File: config.mk
export PLATFORM = sky130hd
export DESIGN_NAME = bus_lsu
export DESIGN_NICKNAME = d
export VERILOG_FILES = /design/src/rtl/bus_pkg.sv /design/src/rtl/lsu_lane.sv /design/src/rtl/bus_lsu.sv
export SDC_FILE = /design/constraint.sdc
export NUM_CORES = 1
export LEC_CHECK = 0
export CAP_MARGIN = 20
export CORE_MARGIN = 4
export CORE_UTILIZATION = 45
export DETAILED_ROUTE_END_ITERATION = 16
export PLACE_DENSITY_LB_ADDON = 0.05
export SYNTH_ARGS = -nofsm -noshare
export SYNTH_HDL_FRONTEND = slang
export SYNTH_HIERARCHICAL = 1
export SYNTH_SLANG_ARGS = --single-unit
File: constraint.sdc
create_clock -name clk -period 2 [get_ports clk]
set_clock_uncertainty 0.1 [all_clocks]
set_input_delay 0.2 -clock clk [delete_from_list [all_inputs] [get_ports clk]]
set_output_delay 0.2 -clock clk [all_outputs]
set_load 0.1 [all_outputs]
File: src/rtl/bus_pkg.sv
// Shared definitions for the load/store unit: FSM states, access sizes, bus modes.
// Latency: none (package only).
// Backpressure: none (package only).
package bus_pkg;

  typedef enum logic [2:0] {
    IDLE,
    RD,
    WR,
    RMW_RD,
    RMW_WR,
    RESP
  } lsu_state_t;

  localparam logic [1:0] SZ_B = 2'd0;
  localparam logic [1:0] SZ_H = 2'd1;
  localparam logic [1:0] SZ_W = 2'd2;
  localparam logic [1:0] SZ_X = 2'd3;

  localparam logic BUS_MODE_RD = 1'b0;
  localparam logic BUS_MODE_WR = 1'b1;

  // True when the access cannot be issued: illegal size or not naturally aligned.
  function automatic logic is_bad_access(input logic [1:0] size, input logic [1:0] lo);
    logic bad;
    bad = 1'b1;
    case (size)
      SZ_B:    bad = 1'b0;
      SZ_H:    bad = lo[0];
      SZ_W:    bad = (lo != 2'b00);
      default: bad = 1'b1;
    endcase
    return bad;
  endfunction

endpackage

File: src/rtl/lsu_lane.sv
// Byte-lane steering: extends a loaded lane and merges a sub-word store into a word.
// Latency: purely combinational.
// Backpressure: none; ports: bus_word/lane/size/sext/st_data in, ld_data/merged out.
module lsu_lane
  import bus_pkg::*;
(
  input  logic [31:0] bus_word,  // word read from the bus
  input  logic [1:0]  lane,      // byte offset within the word (little-endian)
  input  logic [1:0]  size,      // SZ_B / SZ_H / SZ_W
  input  logic        sext,      // sign-extend sub-word loads
  input  logic [31:0] st_data,   // LSB-aligned store data
  output logic [31:0] ld_data,   // extended load result
  output logic [31:0] merged     // bus_word with the store lane replaced
);

  logic [4:0]  sh;
  logic [31:0] shifted;

  always_comb begin
    sh      = {lane, 3'b000};
    shifted = bus_word >> sh;
    // Word accesses are always lane 0, so the shifted word is the word itself.
    ld_data = shifted;
    merged  = st_data;
    case (size)
      SZ_B: begin
        ld_data = {{24{sext & shifted[7]}}, shifted[7:0]};
        merged  = (bus_word & ~(32'h0000_00FF << sh)) | ({24'b0, st_data[7:0]} << sh);
      end
      SZ_H: begin
        ld_data = {{16{sext & shifted[15]}}, shifted[15:0]};
        merged  = (bus_word & ~(32'h0000_FFFF << sh)) | ({16'b0, st_data[15:0]} << sh);
      end
      default: begin
        ld_data = shifted;
        merged  = st_data;
      end
    endcase
  end

endmodule

File: src/rtl/bus_lsu.sv
// Load/store unit: one core request at a time onto a word bus, sub-word stores via read-modify-write.
// Latency: accept cycle + bus cycles (incl. waits) + 1 RESP cycle; zero-wait load 2, zero-wait RMW 3.
// Backpressure: req_ready only in IDLE; bus stalls bounded by TIMEOUT_CYC, then error response.
// Ports: clk/rst_n; core req_* in, req_ready out; resp_valid/resp_rdata/resp_err out;
//        bus BUS_addr/BUS_wdata/BUS_valid/BUS_mode/BUS_rready out, BUS_rdata/BUS_wready/BUS_rvalid in.
module bus_lsu
  import bus_pkg::*;
#(
  parameter int TIMEOUT_CYC = 256,
  parameter int SIGN_EXT    = 1
) (
  input  logic        clk,
  input  logic        rst_n,
  input  logic        req_valid,
  output logic        req_ready,
  input  logic        req_we,
  input  logic [1:0]  req_size,
  input  logic        req_signed,
  input  logic [31:0] req_addr,
  input  logic [31:0] req_wdata,
  output logic        resp_valid,
  output logic [31:0] resp_rdata,
  output logic        resp_err,
  output logic [31:0] BUS_addr,
  output logic [31:0] BUS_wdata,
  input  logic [31:0] BUS_rdata,
  output logic        BUS_valid,
  output logic        BUS_mode,
  input  logic        BUS_wready,
  input  logic        BUS_rvalid,
  output logic        BUS_rready
);

  localparam int CW = $clog2(TIMEOUT_CYC + 1);
  localparam logic [CW-1:0] CNT_ONE  = CW'(1);
  localparam logic [CW-1:0] CNT_LAST = CW'(TIMEOUT_CYC - 1);

  lsu_state_t  state_q, state_d;
  logic [31:0] addr_q, addr_d;
  logic [1:0]  size_q, size_d;
  logic        signed_q, signed_d;
  logic [31:0] wdata_q, wdata_d;   // store data, then the merged word in RMW_WR
  logic [31:0] rdata_q, rdata_d;
  logic        err_q, err_d;
  logic [CW-1:0] cnt_q, cnt_d;

  logic [31:0] ld_data;
  logic [31:0] merged;
  logic        timeout;

  lsu_lane u_lane (
    .bus_word (BUS_rdata),
    .lane     (addr_q[1:0]),
    .size     (size_q),
    .sext     (signed_q && (SIGN_EXT != 0)),
    .st_data  (wdata_q),
    .ld_data  (ld_data),
    .merged   (merged)
  );

  // Next-state logic.
  always_comb begin
    state_d  = state_q;
    addr_d   = addr_q;
    size_d   = size_q;
    signed_d = signed_q;
    wdata_d  = wdata_q;
    rdata_d  = rdata_q;
    err_d    = err_q;
    cnt_d    = cnt_q;
    timeout  = (cnt_q == CNT_LAST);

    case (state_q)
      IDLE: begin
        if (req_valid) begin
          addr_d   = req_addr;
          size_d   = req_size;
          signed_d = req_signed;
          wdata_d  = req_wdata;
          rdata_d  = 32'h0;
          err_d    = 1'b0;
          cnt_d    = '0;
          if (is_bad_access(req_size, req_addr[1:0])) begin
            err_d   = 1'b1;
            state_d = RESP;
          end else if (!req_we) begin
            state_d = RD;
          end else if (req_size == SZ_W) begin
            state_d = WR;
          end else begin
            state_d = RMW_RD;
          end
        end
      end
      RD: begin
        if (BUS_rvalid && BUS_rready) begin
          rdata_d = ld_data;
          state_d = RESP;
        end else if (timeout) begin
          err_d   = 1'b1;
          state_d = RESP;
        end else begin
          cnt_d = cnt_q + CNT_ONE;
        end
      end
      RMW_RD: begin
        if (BUS_rvalid && BUS_rready) begin
          wdata_d = merged;
          cnt_d   = '0;       // write phase gets its own wait budget
          state_d = RMW_WR;
        end else if (timeout) begin
          err_d   = 1'b1;
          state_d = RESP;
        end else begin
          cnt_d = cnt_q + CNT_ONE;
        end
      end
      WR, RMW_WR: begin
        if (BUS_wready) begin
          state_d = RESP;
        end else if (timeout) begin
          err_d   = 1'b1;
          state_d = RESP;
        end else begin
          cnt_d = cnt_q + CNT_ONE;
        end
      end
      RESP: begin
        state_d = IDLE;
      end
      default: begin
        state_d = IDLE;
      end
    endcase
  end

  // Outputs: everything is forced low while reset is held.
  always_comb begin
    req_ready  = 1'b0;
    resp_valid = 1'b0;
    resp_err   = 1'b0;
    resp_rdata = 32'h0;
    BUS_valid  = 1'b0;
    BUS_mode   = BUS_MODE_RD;
    BUS_rready = 1'b0;
    BUS_addr   = 32'h0;
    BUS_wdata  = 32'h0;
    if (rst_n) begin
      BUS_addr  = {addr_q[31:2], 2'b00};
      BUS_wdata = wdata_q;
      case (state_q)
        IDLE: req_ready = 1'b1;
        RD, RMW_RD: begin
          BUS_valid  = 1'b1;
          BUS_rready = 1'b1;
        end
        WR, RMW_WR: begin
          BUS_valid = 1'b1;
          BUS_mode  = BUS_MODE_WR;
        end
        RESP: begin
          resp_valid = 1'b1;
          resp_err   = err_q;
          resp_rdata = rdata_q;
        end
        default: ;
      endcase
    end
  end

  always_ff @(posedge clk) begin
    if (!rst_n) begin
      state_q  <= IDLE;
      addr_q   <= 32'h0;
      size_q   <= SZ_B;
      signed_q <= 1'b0;
      wdata_q  <= 32'h0;
      rdata_q  <= 32'h0;
      err_q    <= 1'b0;
      cnt_q    <= '0;
    end else begin
      state_q  <= state_d;
      addr_q   <= addr_d;
      size_q   <= size_d;
      signed_q <= signed_d;
      wdata_q  <= wdata_d;
      rdata_q  <= rdata_d;
      err_q    <= err_d;
      cnt_q    <= cnt_d;
    end
  end

endmodule

==> results of run 1 <==
-- area by class of cell --
type / instances / share of cell area
multi-input cells: 779 / 0.432
repair buffers: 285 / 0.324
flip-flops and latches: 112 / 0.192
well taps: 220 / 0.0234
clock buffers: 9 / 0.0191
clock inverters: 5 / 0.00563
inverters: 14 / 0.00446
-- metrics by stage --
| stage | util | instance area, sq um | instances | hold slack [ns] |
|---|---|---|---|---|
| after global routing | 0.706 | 11800 | 1424 | 0.0907 |
| after floorplan | - | 7790 | 996 | 0.227 |
| after detailed placement | 0.677 | 11300 | 1403 | 0.341 |
| final | 0.706 | 11800 | 1424 | 0.0829 |
| after global placement | 0.677 | 11300 | 1403 | 0.336 |
| after CTS | 0.696 | 11600 | 1417 | 0.0722 |
-- worst max-delay path, stage by stage, from the launching register on --
cell	delay [ns]
dfxtp_4	0.39
buf_6	0.14
and4b_1	0.29
buf_12	0.18
and2_2	0.19
buf_12	0.17
-- layout by cell type, fill, tap and decap left out, drive strengths merged, types with 15 or more instances in the layout --
cell type	netlist	routed
a21oi	40	40
a21boi	67	67
and2	101	101
a221oi	34	34
buf	47	179
mux2	18	18
nor2b	34	34
mux2i	15	15
clkdlybuf4s50	0	103
nor2	15	15
dfxtp	112	112
nand3	112	112
o21ai	18	18
inv	14	16
nand2	162	162
o211a	33	33
-- flip-flops by register name, summed over array words and instances (netlist names) --
register / count
rdata_q: 32
addr_q: 32
state_q: 3
size_q: 2
signed_q: 1
wdata_q: 32
cnt_q: 9
err_q: 1
-- final timing paths --
check	to	start	slack [ns]	depth (start not counted)
max reg2reg	rdata_q[18]	state_q[1]	0.04	6
min	cnt_q[8]	rst_n	0.08	2
min reg2reg	rdata_q[8]	rdata_q[8]	0.34	2
max	resp_rdata[5]	state_q[1]	-0.05	5
-- layer usage --
layer,global-route usage,wire [um],vias up
li1,-,-,3963
met1,0.331,11000,3843
met2,0.427,12600,362
met3,0.0541,2140,52
met4,0.0844,676,0
met5,0,0,-
-- what timing repair did --
item,4_1_cts,5_1_grt
setup endpoints to repair,35,57
pin swaps,0,4
gates resized for setup,7,20
setup buffers,0,6
cloned,0,1
-- kinds of logic after synthesis --
logic type      Yosys count  share of synthesized area
simple gates            485                      0.333
fa+ha+maj                 5                    0.00811
other cells               1                   0.000486
flops                   112                      0.291
mux                      33                     0.0457
compound gates          252                      0.251
xor+xnor                  2                    0.00227
buf+inv                 105                     0.0689
-- report_power, final --
group	switching [mW]	internal (mW)
sequential	0.390	2.68
clock	0.901	0.976
combinational	4.40	2.98
total	5.69	6.64
-- synth_stat cells (all sizes together), types with 3 or more instances --
| master | count |
|---|---|
| a211oi | 8 |
| a21boi | 67 |
| a21oi | 40 |
| a221oi | 34 |
| a22o | 8 |
| a22oi | 8 |
| a31oi | 4 |
| and2 | 101 |
| and3b | 8 |
| buf | 47 |
| clkbuf | 44 |
| dfxtp | 112 |
| ha | 5 |
| inv | 14 |
| mux2 | 18 |
| mux2i | 15 |
| nand2 | 162 |
| nand3 | 112 |
| nand4 | 13 |
| nor2 | 15 |
| nor2b | 34 |
| nor3 | 6 |
| nor3b | 3 |
| nor4 | 3 |
| o211a | 33 |
| o21ai | 18 |
| o221a | 5 |
| o22ai | 8 |
| o31ai | 10 |
| or2 | 9 |
==> flow_metrics.env, run 1 <==
export IMPL_regArea_sq_um=2260
export IMPL_ys_seq_elements=112
export IMPL_viasPerCell=5.77
export IMPL_syn_inst=995
export IMPL_drc=0
export IMPL_grt_start_max_net_pins=94
export IMPL_cts_root_buf="clkbuf_16"
export IMPL_final_nets=1311
export IMPL_start_util=0.462
export IMPL_synth_top_cell_area_share=0.291
export IMPL_antenna_cells=0
export IMPL_clkTransAtPathRegs_ns=0.08
export IMPL_grt_pass1_wl_um=40800
export IMPL_power_density_nw_per_um2=1050
export IMPL_antenna_found_initial=0
export IMPL_start_kind="flop"
export IMPL_async_flop_share=0
export IMPL_first_global_vias=7601
export IMPL_synth_avg_cell_area_sq_um=7.75
export IMPL_tns_ns=-1.04
export IMPL_yosysWarnings=6
export IMPL_pre_cts_ws_ns=-0.133
export IMPL_violations="setup timing"
export IMPL_multi_input_area_sq_um=5080
export IMPL_max_freq_mhz=488
export IMPL_cts_num_sinks=112
export IMPL_worstMarginPinSlew_ns=0.531
export IMPL_synth_edf_count=0
export IMPL_clock_latency_ns=0.36
export IMPL_ios=207
export IMPL_total_power_mw=12.3
export IMPL_areaGrowthSynthToFinish_pct=52.7
export IMPL_hold_buffers=0
export IMPL_fillers=1361
export IMPL_grt_overflow_total=0
export IMPL_min_period_ns=2.05
export IMPL_cp_end_kind="output port"
export IMPL_status="complete, but fails checks"
export IMPL_drt_total_wl_um=26400
export IMPL_hpwl_um=19400
export IMPL_drt_pre_antenna_iters=5
export IMPL_slew_headroom=0.645
export IMPL_hold_path_class="in -> reg"
export IMPL_path_max_fanout=34
export IMPL_crit_required_ns=1.70
export IMPL_vdd_ir_drop_max_v=0.00111
export IMPL_drv_cap=0
export IMPL_slew_viol_final=0
export IMPL_gp_congestion=0.950
export IMPL_dieArea_sq_um=19300
export IMPL_htreeDepth=3
export IMPL_wl_per_cell_um=18.5
export IMPL_grt_setup_unrepaired="true"
export IMPL_tritoncts="yes"
export IMPL_yosysTopAreaCell="dfxtp_1"
export IMPL_synth_distinct_cells=69
export IMPL_num_vias=8220
export IMPL_ys_seq_area_frac=0.291
export IMPL_globalRouteTotalUtil=0.256
export IMPL_cts_inserted_buffers=9
export IMPL_p_leak_nw=4.92
export IMPL_drtAntennaViolNets=0
export IMPL_die_h_um=139
export IMPL_clockBufferDepth=2
export IMPL_finalSetupViolCount=33
export IMPL_port_buffers=204
export IMPL_yosys_top_cells_area="dfxtp_1, and2_1, nand2_1"
export IMPL_drtIter0Drc=771
export IMPL_hold_viol=0
export IMPL_setup_slack_ns=-0.0481
export IMPL_fp_coreArea_sq_um=16700
export IMPL_fin_crit_sh=1.02
export IMPL_drive_gt1_frac=0.240
export IMPL_crit_type="reg -> out"
export IMPL_cp_arrival_ns=1.75
export IMPL_netlist_area_sq_um=7710
export IMPL_die_w_um=139
export IMPL_synth_ff_type="dfxtp_1"
export IMPL_placementRows=47
Note: power is estimated with default switching activity, not from simulation.
==> run 2: changes to the inputs <==
- CELL_PAD_IN_SITES_DETAIL_PLACEMENT: not set -> 0
- CELL_PAD_IN_SITES_GLOBAL_PLACEMENT: not set -> 2
- CORE_UTILIZATION: 45 -> 25
==> run 2 against run 1 <==
The run still ends with setup timing left; first-iteration DRC count is 17% lower; utilization fell by 29 points; sequential share of layout area shrank 1.2 points; hold slack better by 0.034 ns; highest routed layer unchanged; critical endpoint is now resp_err; global-route usage shrank 7.0 points; sequential cell count did not move; combinational power grew 13%; maximum frequency down 3.5%; setup slack lost 0.074 ns; clock power about the same; critical path type unchanged.
==> flow_metrics.env, run 2 (synthesized netlist as in run 1, its figures left out) <==
export IMPL_status="complete, but fails checks"
export IMPL_violations="setup timing"
export IMPL_drc=0
export IMPL_worstMarginPinSlew_ns=0.728
export IMPL_max_freq_mhz=471
export IMPL_fp_coreArea_sq_um=30500
export IMPL_dieArea_sq_um=33700
export IMPL_drive_gt1_frac=0.270
export IMPL_cp_arrival_ns=1.82
export IMPL_vdd_ir_drop_max_v=0.000834
export IMPL_drt_total_wl_um=33100
export IMPL_fillers=3089
export IMPL_clockBufferDepth=2
export IMPL_globalRouteTotalUtil=0.186
export IMPL_cts_inserted_buffers=9
export IMPL_viasPerCell=5.06
export IMPL_final_cell_mix="nand2_1, buf_12, nand3_1, dfxtp_1, clkdlybuf4s50_1"
export IMPL_wl_met2_um=15000
export IMPL_p_leak_nw=5.16
export IMPL_start_util=0.253
export IMPL_largest_registers="addr_q: 32 flops, rdata_q: 32 flops, wdata_q: 32 flops"
export IMPL_port_buffers=204
export IMPL_crit_required_ns=1.70
export IMPL_final_common_cell="nand2_1"
export IMPL_htreeDepth=3
export IMPL_wl_per_cell_um=20.2
export IMPL_cts_num_sinks=112
export IMPL_power_density_nw_per_um2=1050
export IMPL_drtAntennaViolNets=0
export IMPL_cts_root_buf="clkbuf_16"
export IMPL_top_layer_used="met4"
export IMPL_grt_setup_unrepaired="true"
export IMPL_regToRegSetupSlack_ns=0.02
export IMPL_clock_latency_ns=0.36
export IMPL_antenna_found_initial=0
export IMPL_die_w_um=184
export IMPL_ios=207
export IMPL_slew_headroom=0.514
export IMPL_finalSetupViolCount=35
export IMPL_cp_end_kind="output port"
export IMPL_clkTransAtPathRegs_ns=0.09
export IMPL_pre_cts_ws_ns=-0.167
export IMPL_grt_overflow_total=0
export IMPL_min_period_ns=2.12
export IMPL_grt_pass1_wl_um=49200
export IMPL_total_power_mw=13.3
export IMPL_path_max_fanout=4
export IMPL_final_nets=1345
export IMPL_setup_slack_ns=-0.122
export IMPL_drv_cap=0
export IMPL_start_kind="flop"
export IMPL_fin_cells=1636
export IMPL_die_h_um=184
export IMPL_drt_pre_antenna_iters=5
export IMPL_areaGrowthSynthToFinish_pct=63.2
export IMPL_hold_viol=0
export IMPL_num_vias=8275
export IMPL_hpwl_um=23100
export IMPL_tritoncts="yes"
export IMPL_hold_ws_ns=0.117
export IMPL_crit_type="reg -> out"
export IMPL_grt_start_max_net_pins=87
export IMPL_hold_path_class="in -> reg"
export IMPL_fin_crit_sh=1.06
export IMPL_drtIter0Drc=643
export IMPL_dpl_cell_count=1591
export IMPL_placementRows=64
export IMPL_dr_wl_met3_um=2360
export IMPL_first_global_vias=8160
export IMPL_hold_buffers=0
export IMPL_gp_congestion=0.821
export IMPL_slew_viol_final=0
export IMPL_fin_util=0.413
export IMPL_wl_met1_um=15400
-- run 2: path summary, 6_finish.rpt --
check                   start           to  cells after the start
setup / recovery   state_q[1]     resp_err                      6
hold reg to reg   rdata_q[22]  rdata_q[22]                      2
setup reg to reg   state_q[1]   wdata_q[1]                      9
hold / removal          rst_n     cnt_q[8]                      2
-- run 2: critical path: stages, from the launching register on --
cell     delay, ns
dfxtp_4       0.36
buf_8         0.11
and4b_4       0.41
buf_16        0.14
buf_12        0.11
and2_4        0.15
buf_12        0.17
-- run 2: final cells by class --
type,count,area (sq um),area share
well taps,396,495,0.0394
multi-input cells,779,5180,0.411
repair buffers,319,4320,0.343
inverters,14,52.6,0.00417
flip-flops and latches,112,2260,0.179
clock inverters,6,55.1,0.00437
clock buffers,9,225,0.0179
diodes,1,2.50,0.000199
-- run 2: metrics by stage --
step | instance area [sq um] | setup TNS, ns
after floorplan | 7790 | -0.591
after global placement | 11700 | -2.69
after detailed placement | 11700 | -6.71
after CTS | 12300 | -4.38
after global routing | 12600 | -5.83
final | 12600 | -2.97
-- run 2: what timing repair did --
item	CTS	global route
endpoints found under the setup margin	53	92
cloned	2	7
resized for setup	49	31
pin swaps	23	25
buffers inserted	14	7
-- run 2: per-layer routing --
| metal | GRT usage | vias up |
|---|---|---|
| met1 | 0.258 | 3966 |
| met5 | 0 | - |
| met3 | 0.0459 | 18 |
| li1 | - | 4037 |
| met2 | 0.295 | 254 |
| met4 | 0.0340 | 0 |
-- run 2: where the power goes --
part	internal (mW)	total (mW)	switching (mW)
sequential	2.68	3.03	0.357
combinational	3.49	8.37	4.87
clock	0.864	1.85	0.987
